**src/rtl/spike_window_classifier.sv**
```systemverilog
// spike_window_classifier
// Counts per-neuron output spikes over a window of delay_clk ticks, then
// holds the counts, a winner index and a tie flag behind a valid/ack
// handshake until the consumer acknowledges.

module spike_window_classifier #(
  parameter int NUM_OUT = 2,
  parameter int CNT_W   = 8,
  parameter int WIN_W   = 8
) (
  input  logic                                           system_clock,
  input  logic                                           rst_n,
  input  logic                                           enable,
  input  logic                                           start,
  input  logic [WIN_W-1:0]                               window_len,
  input  logic                                           delay_clk,
  input  logic [NUM_OUT-1:0]                             output_spikes,
  input  logic                                           result_ack,
  output logic                                           busy,
  output logic                                           result_valid,
  output logic [NUM_OUT*CNT_W-1:0]                       spike_counts,
  output logic [((NUM_OUT > 1) ? $clog2(NUM_OUT) : 1)-1:0] winner,
  output logic                                           tie,
  output logic                                           overflow
);

  localparam int IDX_W = (NUM_OUT > 1) ? $clog2(NUM_OUT) : 1;
  localparam logic [CNT_W-1:0] CNT_MAX = '1;

  localparam logic [1:0] IDLE  = 2'd0;
  localparam logic [1:0] COUNT = 2'd1;
  localparam logic [1:0] DONE  = 2'd2;

  logic [1:0]       state;
  logic             delay_clk_q;
  logic [WIN_W-1:0] remaining;
  logic [CNT_W-1:0] cnt_q [NUM_OUT];
  logic             tick;

  logic [CNT_W-1:0] max_cnt;
  logic [IDX_W-1:0] win_idx;
  int               n_at_max;

  // A tick is a rising edge of the divided clock seen in the system_clock domain.
  assign tick = delay_clk & ~delay_clk_q;

  // Window control, per-neuron saturating counters and the sticky overflow flag.
  // NOTE: every register here is written with <= so all updates take effect
  // together on the edge; blocking writes would let later statements see
  // already-updated values and break the count/remaining/state alignment.
  always_ff @(posedge system_clock or negedge rst_n) begin
    if (!rst_n) begin
      state       <= IDLE;
      delay_clk_q <= 1'b0;
      remaining   <= '0;
      overflow    <= 1'b0;
      // NOTE: the counter array is a handful of flops, not a RAM, so it is
      // reset along with the rest; reset outputs must read zero immediately.
      cnt_q       <= '{default: '0};
    end else begin
      delay_clk_q <= delay_clk;
      case (state)
        IDLE: begin
          if (start && enable) begin
            cnt_q     <= '{default: '0};
            overflow  <= 1'b0;
            remaining <= window_len;
            state     <= (window_len == '0) ? DONE : COUNT;
          end
        end
        COUNT: begin
          if (tick && enable) begin
            for (int i = 0; i < NUM_OUT; i++) begin
              if (output_spikes[i]) begin
                if (cnt_q[i] == CNT_MAX) begin
                  overflow <= 1'b1;
                end else begin
                  cnt_q[i] <= cnt_q[i] + CNT_W'(1);
                end
              end
            end
            remaining <= remaining - WIN_W'(1);
            if (remaining == WIN_W'(1)) begin
              state <= DONE;
            end
          end
        end
        DONE: begin
          if (result_ack) begin
            state <= IDLE;
          end
        end
        default: state <= IDLE;
      endcase
    end
  end

  // Winner is the lowest index at the maximum; tie when the maximum is shared.
  // NOTE: every variable gets a value before the loops so no path leaves one
  // unassigned, which would otherwise infer a latch.
  always_comb begin
    max_cnt  = cnt_q[0];
    win_idx  = '0;
    n_at_max = 0;
    for (int i = 1; i < NUM_OUT; i++) begin
      if (cnt_q[i] > max_cnt) begin
        max_cnt = cnt_q[i];
        win_idx = IDX_W'(i);
      end
    end
    for (int i = 0; i < NUM_OUT; i++) begin
      if (cnt_q[i] == max_cnt) begin
        n_at_max = n_at_max + 1;
      end
    end
  end

  // Flatten the counter array onto the packed result bus.
  always_comb begin
    spike_counts = '0;
    for (int i = 0; i < NUM_OUT; i++) begin
      spike_counts[i*CNT_W +: CNT_W] = cnt_q[i];
    end
  end

  assign winner       = win_idx;
  assign tie          = (n_at_max > 1) || (max_cnt == '0);
  assign busy         = (state == COUNT);
  assign result_valid = (state == DONE);

endmodule

```
**config.mk**
```make
export PLATFORM = sky130hd
export DESIGN_NAME = spike_window_classifier
export DESIGN_NICKNAME = d
export VERILOG_FILES = /design/src/rtl/spike_window_classifier.sv
export SDC_FILE = /design/constraint.sdc
export NUM_CORES = 1
export LEC_CHECK = 0
export BUFFER_PORTS_ARGS = -buffer_cell sky130_fd_sc_hd__buf_4
export CAP_MARGIN = 20
export CELL_PAD_IN_SITES_DETAIL_PLACEMENT = 1
export CELL_PAD_IN_SITES_GLOBAL_PLACEMENT = 2
export CORE_MARGIN = 10
export CORE_UTILIZATION = 33
export CTS_BUF_LIST = sky130_fd_sc_hd__clkbuf_8
export DETAILED_ROUTE_END_ITERATION = 6
export PLACE_DENSITY = 0.77
export SYNTH_ARGS = -nofsm -noshare
export SYNTH_HDL_FRONTEND = slang
export SYNTH_SLANG_ARGS = --single-unit
```
**constraint.sdc**
```tcl
create_clock -name system_clock -period 2.43 [get_ports system_clock]
set_input_delay 0 -clock system_clock [delete_from_list [all_inputs] [get_ports system_clock]]
set_output_delay 0 -clock system_clock [all_outputs]
set_load 0.005 [all_outputs]
```
Word level (Yosys, flattened, before mapping)
Cells that the tools add are included.
{"block": "totals", "output_inout_bits": 21, "inputBits": 16, "ram_bits": 0, "mem_bits_ro": 0, "n_memories": 0, "register_bits": 28, "word_cells": 67, "latch_bits": 0}
{"block": "classes", "n_mul": 0, "n_reduce_logical": 11, "n_div": 0, "n_bitwise": 2, "n_eq_ne": 15, "magnitude_cmp": 2, "shifts": 0, "add_sub_neg": 4, "muxes": 27}
{"operator": "$mux 8", "n": 7}
{"operator": "$add 32x2->32 const B", "n": 1}
{"operator": "$gt 32x2->1 const B", "n": 1}
{"operator": "$mux 16", "n": 2}
{"operator": "$mux 32", "n": 1}
{"operator": "$pmux 16 s2", "n": 1}
{"operator": "$add 8x1->8 const B", "n": 2}
{"operator": "$eq 8x8->1", "n": 2}
{"operator": "$eq 8x8->1 const B", "n": 2}
{"operator": "$logic_not 8->1", "n": 2}
{"operator": "$pmux 8 s2", "n": 1}
{"operator": "$ne 2x2->1 const B", "n": 6}
{"operator": "$mux 2", "n": 5}
{"operator": "$reduce_and 5->1", "n": 2}
{"operator": "$eq 8x1->1 const B", "n": 1}
{"operator": "$gt 8x8->1", "n": 1}
{"operator": "$mux 1", "n": 8}
{"operator": "$sub 8x1->8 const B", "n": 1}
{"operator": "$pmux 2 s3", "n": 1}
{"operator": "$ne 2x1->1 const B", "n": 2}
{"operator": "$reduce_and 4->1", "n": 1}
{"operator": "$reduce_and 3->1", "n": 1}
{"operator": "$eq 2x1->1 const B", "n": 1}
{"operator": "$eq 2x2->1 const B", "n": 1}
{"operator": "7 further kinds", "n": 8}

Depth between registers and ports, before layout
Gate-level depths: netlist of the first run.
{"block": "logic_depth", "ltp_word": 8, "depth_mapped": 7}

Least setup slack after synthesis of the first run
No wires, ideal clock.
{"block": "synth_path", "path_kind": "register -> register", "start": "register cnt_q, in the netlist spike_counts[9]", "end": "register cnt_q, in the netlist spike_counts[15]", "t_arrival_ns": 1.850, "setup_slack_ns": 0.503, "path_buffers": 0, "synth_period_minus_slack_ns": 1.927, "required_ns": 2.353, "path_stages_with_launch": 7, "path_cell_list": "dfrtp_1 > ha_1 > nand4_1 > a21boi_0 > or4_4 > or3_1 > a21oi_1"}
{"block": "synth_via", "elab_chain_cells": 5, "elab_cells_between_ends": 8}
{"item": "start, declared", "line": "37", "source": "logic [CNT_W-1:0] cnt_q [NUM_OUT];"}
{"item": "start signal, assigned by index", "line": "78", "source": "cnt_q[i] <= cnt_q[i] + CNT_W'(1);"}
{"item": "$add 8x1->8", "line": "78"}
{"item": "$mux 8", "line": "75", "source": "if (cnt_q[i] == CNT_MAX) begin"}
{"item": "$mux 8", "line": "74", "source": "if (output_spikes[i]) begin"}
{"item": "$mux 16", "line": "72", "source": "if (tick && enable) begin"}
{"item": "$pmux 16 s2", "line": "62", "source": "case (state)"}
Several ways; a longest one is shown, not always the timed one. The select of a mux whose other input is x is not followed.
A chain may end at the register's enable or synchronous reset.

Final worst setup path of the first run
{"block": "layout_path", "start": "register cnt_q, in the netlist spike_counts[1]", "end": "output tie"}
{"block": "layout_via", "elab_chain_cells": 8, "elab_cells_between_ends": 10}
{"item": "$gt 8x8->1", "line": "106", "source": "if (cnt_q[i] > max_cnt) begin"}
{"item": "$mux 8", "line": "106"}
{"item": "$eq 8x8->1", "line": "112", "source": "if (cnt_q[i] == max_cnt) begin"}
{"item": "$mux 1", "line": "112"}
{"item": "$add 32x2->32", "line": "113", "source": "n_at_max = n_at_max + 1;"}
{"item": "$mux 32", "line": "112"}
{"item": "$gt 32x2->1", "line": "127", "source": "assign tie = (n_at_max > 1) || (max_cnt == '0);"}
{"item": "$logic_or 1x1->1 *", "line": "127"}
{"item": "end, declared", "line": "23", "source": "output logic tie,"}
Mark *: on every way between the ends. The rest lies on a longest branch, timed or not.

==> results of run 1 <==
==> power by group through the flow <==
stage | clock, µW | combinational, µW | sequential [µW]
2_1_floorplan | 0 | 690 | 702
4_1_cts | 398 | 1120 | 730
3_3_place_gp | 0 | 1100 | 732
3_5_place_dp | 0 | 1110 | 739
6_report | 388 | 1100 | 727
5_1_grt | 422 | 1260 | 755
==> timing repair <==
item,CTS,global route
endpoints found under the hold margin,30,0
resized for setup,0,0
buffers inserted,0,0
hold buffers,3,0
==> area by class of cell <==
type | count | area share [%]
clock inverter | 1 | 1.27
clock buffer | 3 | 1.74
timing repair buffer | 46 | 14.9
sequential | 28 | 29.6
multi-input combinational | 173 | 46.5
tap | 72 | 3.80
inverter | 14 | 2.22
==> through the flow <==
step	hold WS, ns	power [µW]	cells
2_1_floorplan	-0.296	1390	227
3_3_place_gp	-0.0499	1830	330
3_5_place_dp	-0.0442	1850	330
4_1_cts	0.0163	2250	337
5_1_grt	0.0138	2430	337
6_report	0.0116	2220	337
==> worst max-delay path: cells and delay by family (launching register included) <==
| family | cells | cell delay [ns] |
|---|---|---|
| adder cells (fa/ha/maj) | 1 | 0.32 |
| flip-flops | 1 | 0.50 |
| multiplexers | 1 | 0.16 |
| AND/OR/NAND/NOR | 1 | 0.13 |
| AO/OA/AOI/OAI | 3 | 0.46 |
| buffers and inverters | 2 | 0.26 |
==> placed cells by master, fill, tap and decap left out, types with 2 or more instances in the layout <==
| master | Yosys | routed |
|---|---|---|
| xnor2_1 | 17 | 17 |
| a21oi_1 | 21 | 21 |
| dfrtp_1 | 28 | 28 |
| inv_1 | 14 | 14 |
| a211oi_1 | 3 | 3 |
| and3_1 | 2 | 2 |
| o21ai_0 | 10 | 10 |
| nor2_1 | 26 | 26 |
| nand2_1 | 12 | 12 |
| nand4_1 | 7 | 7 |
| clkbuf_8 | 0 | 3 |
| nor4_1 | 11 | 11 |
| nor3_1 | 5 | 5 |
| a21boi_0 | 2 | 2 |
| o22ai_1 | 4 | 4 |
| o211ai_1 | 3 | 3 |
| dlygate4sd3_1 | 0 | 3 |
| ha_1 | 12 | 12 |
| nand2b_1 | 3 | 3 |
| buf_4 | 0 | 43 |
| nand3_1 | 14 | 14 |
==> metal layers <==
| layer | vias to the layer above | track usage [%] | part of all wire [%] |
|---|---|---|---|
| met5 | - | 0 | 0 |
| met4 | 0 | 2.70 | 0.74 |
| met3 | 4 | 3.19 | 4.2 |
| met2 | 36 | 24.3 | 51 |
| met1 | 876 | 15.5 | 44 |
| li1 | 894 | - | - |
==> sequential cells by signal (all words and copies together) (netlist names) <==
register,cells
overflow,1
spike_counts,16
remaining,8
state,2
delay_clk_q,1
==> kinds of logic after synthesis <==
kind of cell / count (synthesis) / share of synthesized area, %
fa+ha+maj: 12 / 7.90
flops: 28 / 36.9
compound gates: 55 / 18.1
mux: 1 / 0.527
simple gates: 87 / 23.2
xor+xnor: 18 / 8.30
buf+inv: 26 / 5.14
==> worst max-delay path by stage <==
stage	endpoint	slack, ns	cells after the start
2_1_floorplan	spike_counts[15]	0.50	6
3_3_place_gp	spike_counts[15]	0.44	6
3_5_place_dp	spike_counts[15]	0.36	6
4_1_cts	tie	0.28	8
5_1_grt	tie	0.15	8
6_report	tie	0.33	8
==> results_dict.tcl, run 1 <==
set metrics [dict create \
    synth_common_cells "28 x dfrtp_1, 26 x nor2_1, 21 x a21oi_1" \
    fill_cells 692 \
    yosysWarnings 0 \
    cts_sinks 28 \
    post_synthesis_net_count 255 \
    globalplace.congestion 0.775 \
    numCtsBuffers 3 \
    dp_hpwl_um 4560 \
    drt_iter0_drc 47 \
    initial_utilization_pct 34.3 \
    path_cells "inv_1 -> ha_1 -> nor2b_1 -> o211ai_1 -> a21oi_1 -> o21ba_2 -> mux2i_1 -> buf_4" \
    regArea_um2 701 \
    routedWlPerCell_um 17.5 \
    max_stage_delay_ns 0.50 \
    ff2ff_path_depth 6 \
    ios 37 \
    hold_path_class "in -> reg" \
    syn_area_per_cell_um2 8.37 \
    crit-reg2reg-capture "spike_counts[15]" \
    setup-tns-final_ns 0 \
    power.switching_fraction_pct 39.8 \
    chipHeight_um 95.9 \
    crit_path_end_kind "output pin" \
    post-synth-top-count-cell "dfrtp_1" \
    quantity_of_i_o_buffers_inserted_on_ports 36 \
    r2r-start "spike_counts[9]" \
    grt_overflow 0 \
    fmax_ghz 0.475 \
    route.vias.total 1810 \
    synthDominantAreaCellType "dfrtp_1" \
    status "finished clean" \
    period_share_pct 86.6 \
    min_from "window_len[3]" \
    relative_slew_slack_pct 60.4 \
    worst_path_fanout_max 7 \
    synth-edff-count 0 \
    syn-cell-area_um2 1900 \
    cts_max_path_buffers 2 \
    multiInputGateArea_um2 1100 \
    grt_pass1_vias 1962 \
    grt_antenna_before_repair 0 \
    synthCells 227 \
    drt-vias-per-instance 5.37 \
    final_core_util_pct 42.8 \
    fin_ws_ns 0.326 \
    pre_cts_slack_ns 0.356 \
    worst-slew-pin-transition_ns 0.589 \
    synth.top_cells.by_area "dfrtp_1 37%, ha_1 7.9%, xnor2_1 7.8%" \
    placementRows 27 \
    clkPwrFrac_pct 17.5 \
    p_int_uw 1340 \
    synth-seq-area-share_pct 36.9 \
    holdPathEnd "remaining[3]" \
    leakage_uw 0.00103 \
    main_flop_type_after_synthesis "dfrtp_1" \
    clk_pin_slew_ns 0.11 \
    setup.worst_path.start "spike_counts[1]" \
    hold_viol_final 0 \
    grt_first_pass_wirelength_um 9800 \
    combinational_share_of_power_pct 49.7 \
    synthToLayoutAreaGrowth_pct 24.7 \
    worst_ep_arrival_time_ns 2.10 \
    critical_path.slowest_cell "dfrtp_1" \
    cts-root-buf "clkbuf_8" \
    rrSetupSlack_ns 0.33 \
    critPathRequiredTime_ns 2.43 \
    worst_setup_path_start_kind "flip-flop" \
    postPlaceCellArea_um2 2270 \
    fin_crit_ns 2.10 \
    clkLatencyLatePin_ns 0.29 \
    power_per_cell_area_nw_per_um2 937 \
    antennaDiodeCount 0 \
    path_class "reg -> out" \
    drtAntennaViolNets 0 \
    die_w_um 95.9 \
    yosysTopAreaCellShare_pct 36.9 \
    hold-path-cell-count 3 \
    grt_max_degree 29 \
    drc 0 \
    drive_gt1_share_pct 19.6 \
    firstDrtPassIters 4 \
    maxSlewViolCount 0 \
    design.die.area_um2 9190 \
    cts.htree.levels 1 \
    power.net_switching_uw 882 \
    tritoncts "built" \
    routed_wirelength_um 5910 \
    layout.cell_area.non_filler_um2 2370 \
    unrepaired_setup_endpoints_after_global_routing "false" \
    vdd_ir_drop_max_v 0.000329 \
    placeableCoreArea_um2 5540 \
    grt_usage_pct 13.3 \
    power.sequential.fraction_pct 32.8 \
    yosysUniqueCellTypes 41 \
    layout.nets 294 \
    async_reset_ff_share_pct 100 \
    setup_viol 0 \
    yosys_register_bits 28 \
    drv.max_cap_violation_count 0 \
    finalClockSkew_ns 0.00986 \
]
No activity file was read; power rests on OpenSTA's default activity.
==> inputs of run 2 (changes only) <==
--- a/config.mk
+++ b/config.mk
@@ -10,4 +10,5 @@
 export CELL_PAD_IN_SITES_DETAIL_PLACEMENT = 1
 export CELL_PAD_IN_SITES_GLOBAL_PLACEMENT = 2
+export CORE_ASPECT_RATIO = 1.75
 export CORE_MARGIN = 10
 export CORE_UTILIZATION = 33
==> constraint.sdc (replaced) <==
create_clock -name system_clock -period 2.43 [get_ports system_clock]
set_input_delay 0 -clock system_clock [delete_from_list [all_inputs] [get_ports system_clock]]
set_output_delay 0 -clock system_clock [all_outputs]
set_load 0.1 [all_outputs]
==> run 2 against run 1 <==
Final area increased by 3.5%. Power increased by 48%. Setup slack got worse by 0.15 ns. Clock power decreased by 1%. Largest cell class unchanged.
==> results_dict.tcl, run 2 (synthesized netlist as in run 1, its figures left out) <==
set metrics [dict create \
    crit-reg2reg-capture "spike_counts[15]" \
    grt_usage_pct 12.9 \
    cts_sinks 28 \
    path_cells "inv_2 -> ha_1 -> nor2b_1 -> o211ai_1 -> a21oi_1 -> o21ba_4 -> mux2i_4 -> buf_4" \
    maxSlewViolCount 0 \
    placeableCoreArea_um2 5590 \
    worst_ep_arrival_time_ns 2.25 \
    grt_pass1_vias 1970 \
    layout.cells.most_common_list "40 x buf_4, 26 x nor2_1, 21 x a21oi_1" \
    postPlaceCellArea_um2 2350 \
    mostFrequentLayoutCell "buf_4" \
    pre_cts_slack_ns 0.337 \
    drc 0 \
    fin_ws_ns 0.179 \
    clkPwrFrac_pct 11.7 \
    post-cts-setup-buffers 0 \
    chipHeight_um 120 \
    cpLargestDelayFamily "flip-flops" \
    dp_hpwl_um 4810 \
    power.sequential.fraction_pct 24.2 \
    cts-root-buf "clkbuf_8" \
    layoutNonFillerInstCount 338 \
    quantity_of_i_o_buffers_inserted_on_ports 36 \
    worst-slew-pin-transition_ns 0.519 \
    routedWlPerCell_um 17.8 \
    grt_first_pass_wirelength_um 9870 \
    design.die.area_um2 9310 \
    layout.cell_area.non_filler_um2 2450 \
    grt_max_degree 29 \
    period_share_pct 92.6 \
    critical_path.slowest_cell "dfrtp_4" \
    place_inst 331 \
    synthToLayoutAreaGrowth_pct 29.1 \
    ff2ff_path_depth 6 \
    unrepaired_setup_endpoints_after_global_routing "false" \
    clkLatencyLatePin_ns 0.29 \
    grt_antenna_before_repair 0 \
    crit_path_end_kind "output pin" \
    drive_gt1_share_pct 28.2 \
    path_class "reg -> out" \
    setup.worst_path.start "spike_counts[1]" \
    largest_reg_flops 16 \
    max_stage_delay_ns 0.54 \
    worst_path_buffer_plus_inverter_count 2 \
    routed_wirelength_um 6030 \
    cts_max_path_buffers 2 \
    path_depth 8 \
    drt_iter0_drc 90 \
    power.switching_fraction_pct 55.5 \
    r2r-start "spike_counts[8]" \
    combinational_share_of_power_pct 64.0 \
    initial_utilization_pct 34.0 \
    drtAntennaViolNets 0 \
    clk_pin_slew_ns 0.11 \
    layout.nets 291 \
    crit_end "tie" \
    power.net_switching_uw 1820 \
    hold_path_class "in -> reg" \
    antennaDiodeCount 0 \
    worst_path_fanout_max 7 \
    fmax_ghz 0.444 \
    p_int_uw 1460 \
    firstDrtPassIters 4 \
    route.vias.total 1830 \
    rrSetupSlack_ns 0.31 \
    leakage_uw 0.000990 \
    grt_overflow 0 \
    globalplace.congestion 0.787 \
    hold_viol_final 0 \
    numCtsBuffers 3 \
    min_from "result_ack" \
    placementRows 36 \
    drt-vias-per-instance 5.41 \
    fin_crit_ns 2.25 \
    critPathRequiredTime_ns 2.43 \
    cts.htree.levels 1 \
    vdd_ir_drop_max_v 0.00118 \
    power_per_cell_area_nw_per_um2 1340 \
    relative_slew_slack_pct 65.1 \
    die_w_um 77.4 \
    worst_setup_path_start_kind "flip-flop" \
    finalClockSkew_ns 0.0110 \
    tritoncts "built" \
    ios 37 \
    setup_viol 0 \
    drv.max_cap_violation_count 0 \
    setup-tns-final_ns 0 \
    status "finished clean" \
]
-- run 2: cell count changes in the layout (fill, tap and decap cells not counted), moves of 5 or more --
cell and change:
dfrtp_1 -16, dfrtp_4 +8, dfrtp_2 +8, inv_1 -5
-- run 2: power groups by stage --
stage          Clock (µW)  Combinational, µW  Sequential [µW]
2_1_floorplan           0               1370             1080
4_1_cts               395               2130              798
5_1_grt               414               2230              824
3_5_place_dp            0               2120              807
6_report              384               2100              794
3_3_place_gp            0               2100              804
-- run 2: repair_timing --
action	CTS	global route
resized for setup	0	0
hold buffers	2	1
hold endpoints to repair	29	1
-- run 2: routing by layer --
layer | track usage, % | share of wire (%) | vias up
met2 | 25.2 | 56 | 32
met5 | 0 | 0 | -
met1 | 12.7 | 38 | 893
li1 | - | - | 895
met4 | 4.70 | 2.6 | 0
met3 | 3.04 | 3.8 | 10
-- run 2: layout make-up --
class	count	area [µm²]
fill	700	3130
multi-input combinational	173	1160
sequential	28	741
timing repair buffer	43	330
tap	76	95.1
inverter	14	57.6
clock buffer	3	41.3
clock inverter	1	30.0
-- run 2: per-stage QoR --
stage	power, µW	util (%)	hold WS [ns]
2_1_floorplan	2460	-	-0.296
3_3_place_gp	2910	42.1	-0.0497
3_5_place_dp	2930	42.1	-0.0466
4_1_cts	3320	43.7	0.00412
5_1_grt	3460	43.9	0.00766
6_report	3270	43.9	0.00785
-- run 2: worst min path at each step --
stage,to,depth (start not counted)
2_1_floorplan,delay_clk_q,0
3_3_place_gp,spike_counts[2],1
3_5_place_dp,spike_counts[7],1
4_1_cts,state[1],4
5_1_grt,state[1],4
6_report,state[1],4
-- run 2: tightest hold or removal path: cells and delay by family --
family | cells | cell delay (ns)
buffers and inverters | 2 | 0.11
AO/OA/AOI/OAI | 1 | 0.11
AND/OR/NAND/NOR | 1 | 0.04
==> inputs of run 3 (changes only) <==
Settings changed: CORE_UTILIZATION 33 to 32, PLACE_DENSITY 0.77 to 0.75.
==> run 3 against run 2 <==
Final area grew 0.20%. Setup slack gained 0.0036 ns. Highest routed layer unchanged. Routed wire length grew 0.36%. Clock power is essentially flat. Largest cell class unchanged. Critical path depth is the same. Critical path type unchanged. Clock-buffer cell count is the same. Non-clock buffer count is the same.
==> results_dict.tcl, run 3 (synthesized netlist as in run 1, its figures left out) <==
set metrics [dict create \
    status "finished clean" \
    max_stage_delay_ns 0.54 \
    clk_pin_slew_ns 0.11 \
    layoutNonFillerInstCount 340 \
    cts.htree.levels 1 \
    period_share_pct 92.5 \
    grt_usage_pct 13.1 \
    layout.cells.most_common_list "39 x buf_4, 26 x nor2_1, 21 x a21oi_1" \
    relative_slew_slack_pct 60.1 \
    critical_path.slowest_cell "dfrtp_4" \
    firstDrtPassIters 3 \
    cts_max_path_buffers 2 \
    grt_antenna_before_repair 0 \
    grt_pass1_vias 1968 \
    layout.cell_area.non_filler_um2 2460 \
    path_cells "inv_2 -> ha_1 -> nor2b_1 -> o211ai_1 -> a21oi_1 -> o21ba_4 -> mux2i_4 -> buf_4" \
    worst_setup_path_start_kind "flip-flop" \
    cts_repair_resize_count 0 \
    drtAntennaViolNets 0 \
    fin_crit_ns 2.25 \
    numCtsBuffers 3 \
    routed_wirelength_um 6050 \
    design.die.area_um2 9540 \
    placementRows 37 \
    grt_first_pass_wirelength_um 9870 \
    ios 37 \
    worst_path_fanout_max 7 \
    routedWlPerCell_um 17.8 \
    power_per_cell_area_nw_per_um2 1330 \
    layout.nets 291 \
    cts-root-buf "clkbuf_8" \
    rrSetupSlack_ns 0.34 \
    initial_utilization_pct 32.6 \
    drt_iter0_drc 75 \
    dp_hpwl_um 4880 \
    path_class "reg -> out" \
    grt_overflow 0 \
    leakage_uw 0.000990 \
    hold_viol_final 0 \
    maxSlewViolCount 0 \
    drc 0 \
    globalplace.congestion 0.755 \
    place_inst 332 \
    setup_viol 0 \
    worst_ep_arrival_time_ns 2.25 \
    finalClockSkew_ns 0.0126 \
    antennaDiodeCount 0 \
    quantity_of_i_o_buffers_inserted_on_ports 36 \
    route.vias.total 1836 \
    fill_cells 708 \
    placeableCoreArea_um2 5830 \
    worst-slew-pin-transition_ns 0.593 \
    die_w_um 78.2 \
    drv.max_cap_violation_count 0 \
    mostFrequentLayoutCell "buf_4" \
    postPlaceCellArea_um2 2350 \
    chipHeight_um 122 \
    crit_path_end_kind "output pin" \
    drive_gt1_share_pct 27.9 \
    unrepaired_setup_endpoints_after_global_routing "false" \
    drt-vias-per-instance 5.40 \
    synthToLayoutAreaGrowth_pct 29.4 \
    cts_sinks 28 \
    critPathRequiredTime_ns 2.43 \
    hold_path_class "in -> reg" \
    vdd_ir_drop_max_v 0.000942 \
    largest_reg_flops 16 \
    fmax_ghz 0.445 \
    grt_max_degree 29 \
    tritoncts "built" \
    clkLatencyLatePin_ns 0.29 \
    final_core_util_pct 42.1 \
]
run 3: cell type report:
class                   count  area [µm²]  share of cell area [%]
clock buffers               3        41.3                    1.68
flip-flops and latches     28         741                    30.1
well taps                  78        97.6                    3.97
multi-input cells         173        1160                    47.1
clock inverters             1        30.0                    1.22
repair buffers             43         333                    13.5
inverters                  14        57.6                    2.34
run 3: final timing paths:
| kind | from | end | cells after the start |
|---|---|---|---|
| worst min register to register | overflow | overflow | 2 |
| worst max-delay path | spike_counts[1] | tie | 8 |
| worst min-delay path | window_len[6] | remaining[6] | 3 |
| min in group asynchronous | rst_n | spike_counts[7] | 2 |
| worst max register to register | spike_counts[9] | spike_counts[15] | 6 |
| max in group asynchronous | rst_n | spike_counts[9] | 2 |
run 3: power breakdown:
group,leakage [µW],switching [µW],internal (µW)
Combinational,0.000621,1460,639
Sequential,0.000334,202,596
Clock,0.0000357,160,221
run 3: what timing repair did:
action	CTS	global route
hold buffers	4	0
hold endpoints to repair	31	0
buffers inserted	0	0
run 3: critical path: cells and delay by family (launching register included):
family / cells / cell delay (ns)
DFF: 1 / 0.54
AOI/OAI and AO/OA: 3 / 0.49
buffers and inverters: 2 / 0.40
adders and majority gates: 1 / 0.24
muxes: 1 / 0.14
and+or+nand+nor: 1 / 0.13
run 3: stage by stage:
stage                     worst slack [ns]  hold WS [ns]  TNS, ns  total power [µW]
after floorplan                    -0.0862        -0.296  -0.0862              2460
after global placement               0.394       -0.0459        0              2900
after detailed placement             0.336       -0.0465        0              2920
after CTS                            0.144        0.0109        0              3330
after global routing                0.0472        0.0493        0              3470
final                                0.183        0.0223        0              3270
run 3: layer usage:
layer / track usage, % / vias to the layer above / part of all wire, %
met1: 12.9 / 902 / 38
met3: 2.29 / 11 / 3.1
li1: - / 893 / -
met2: 25.3 / 30 / 57
met5: 0 / - / 0
met4: 6.42 / 0 / 2.6
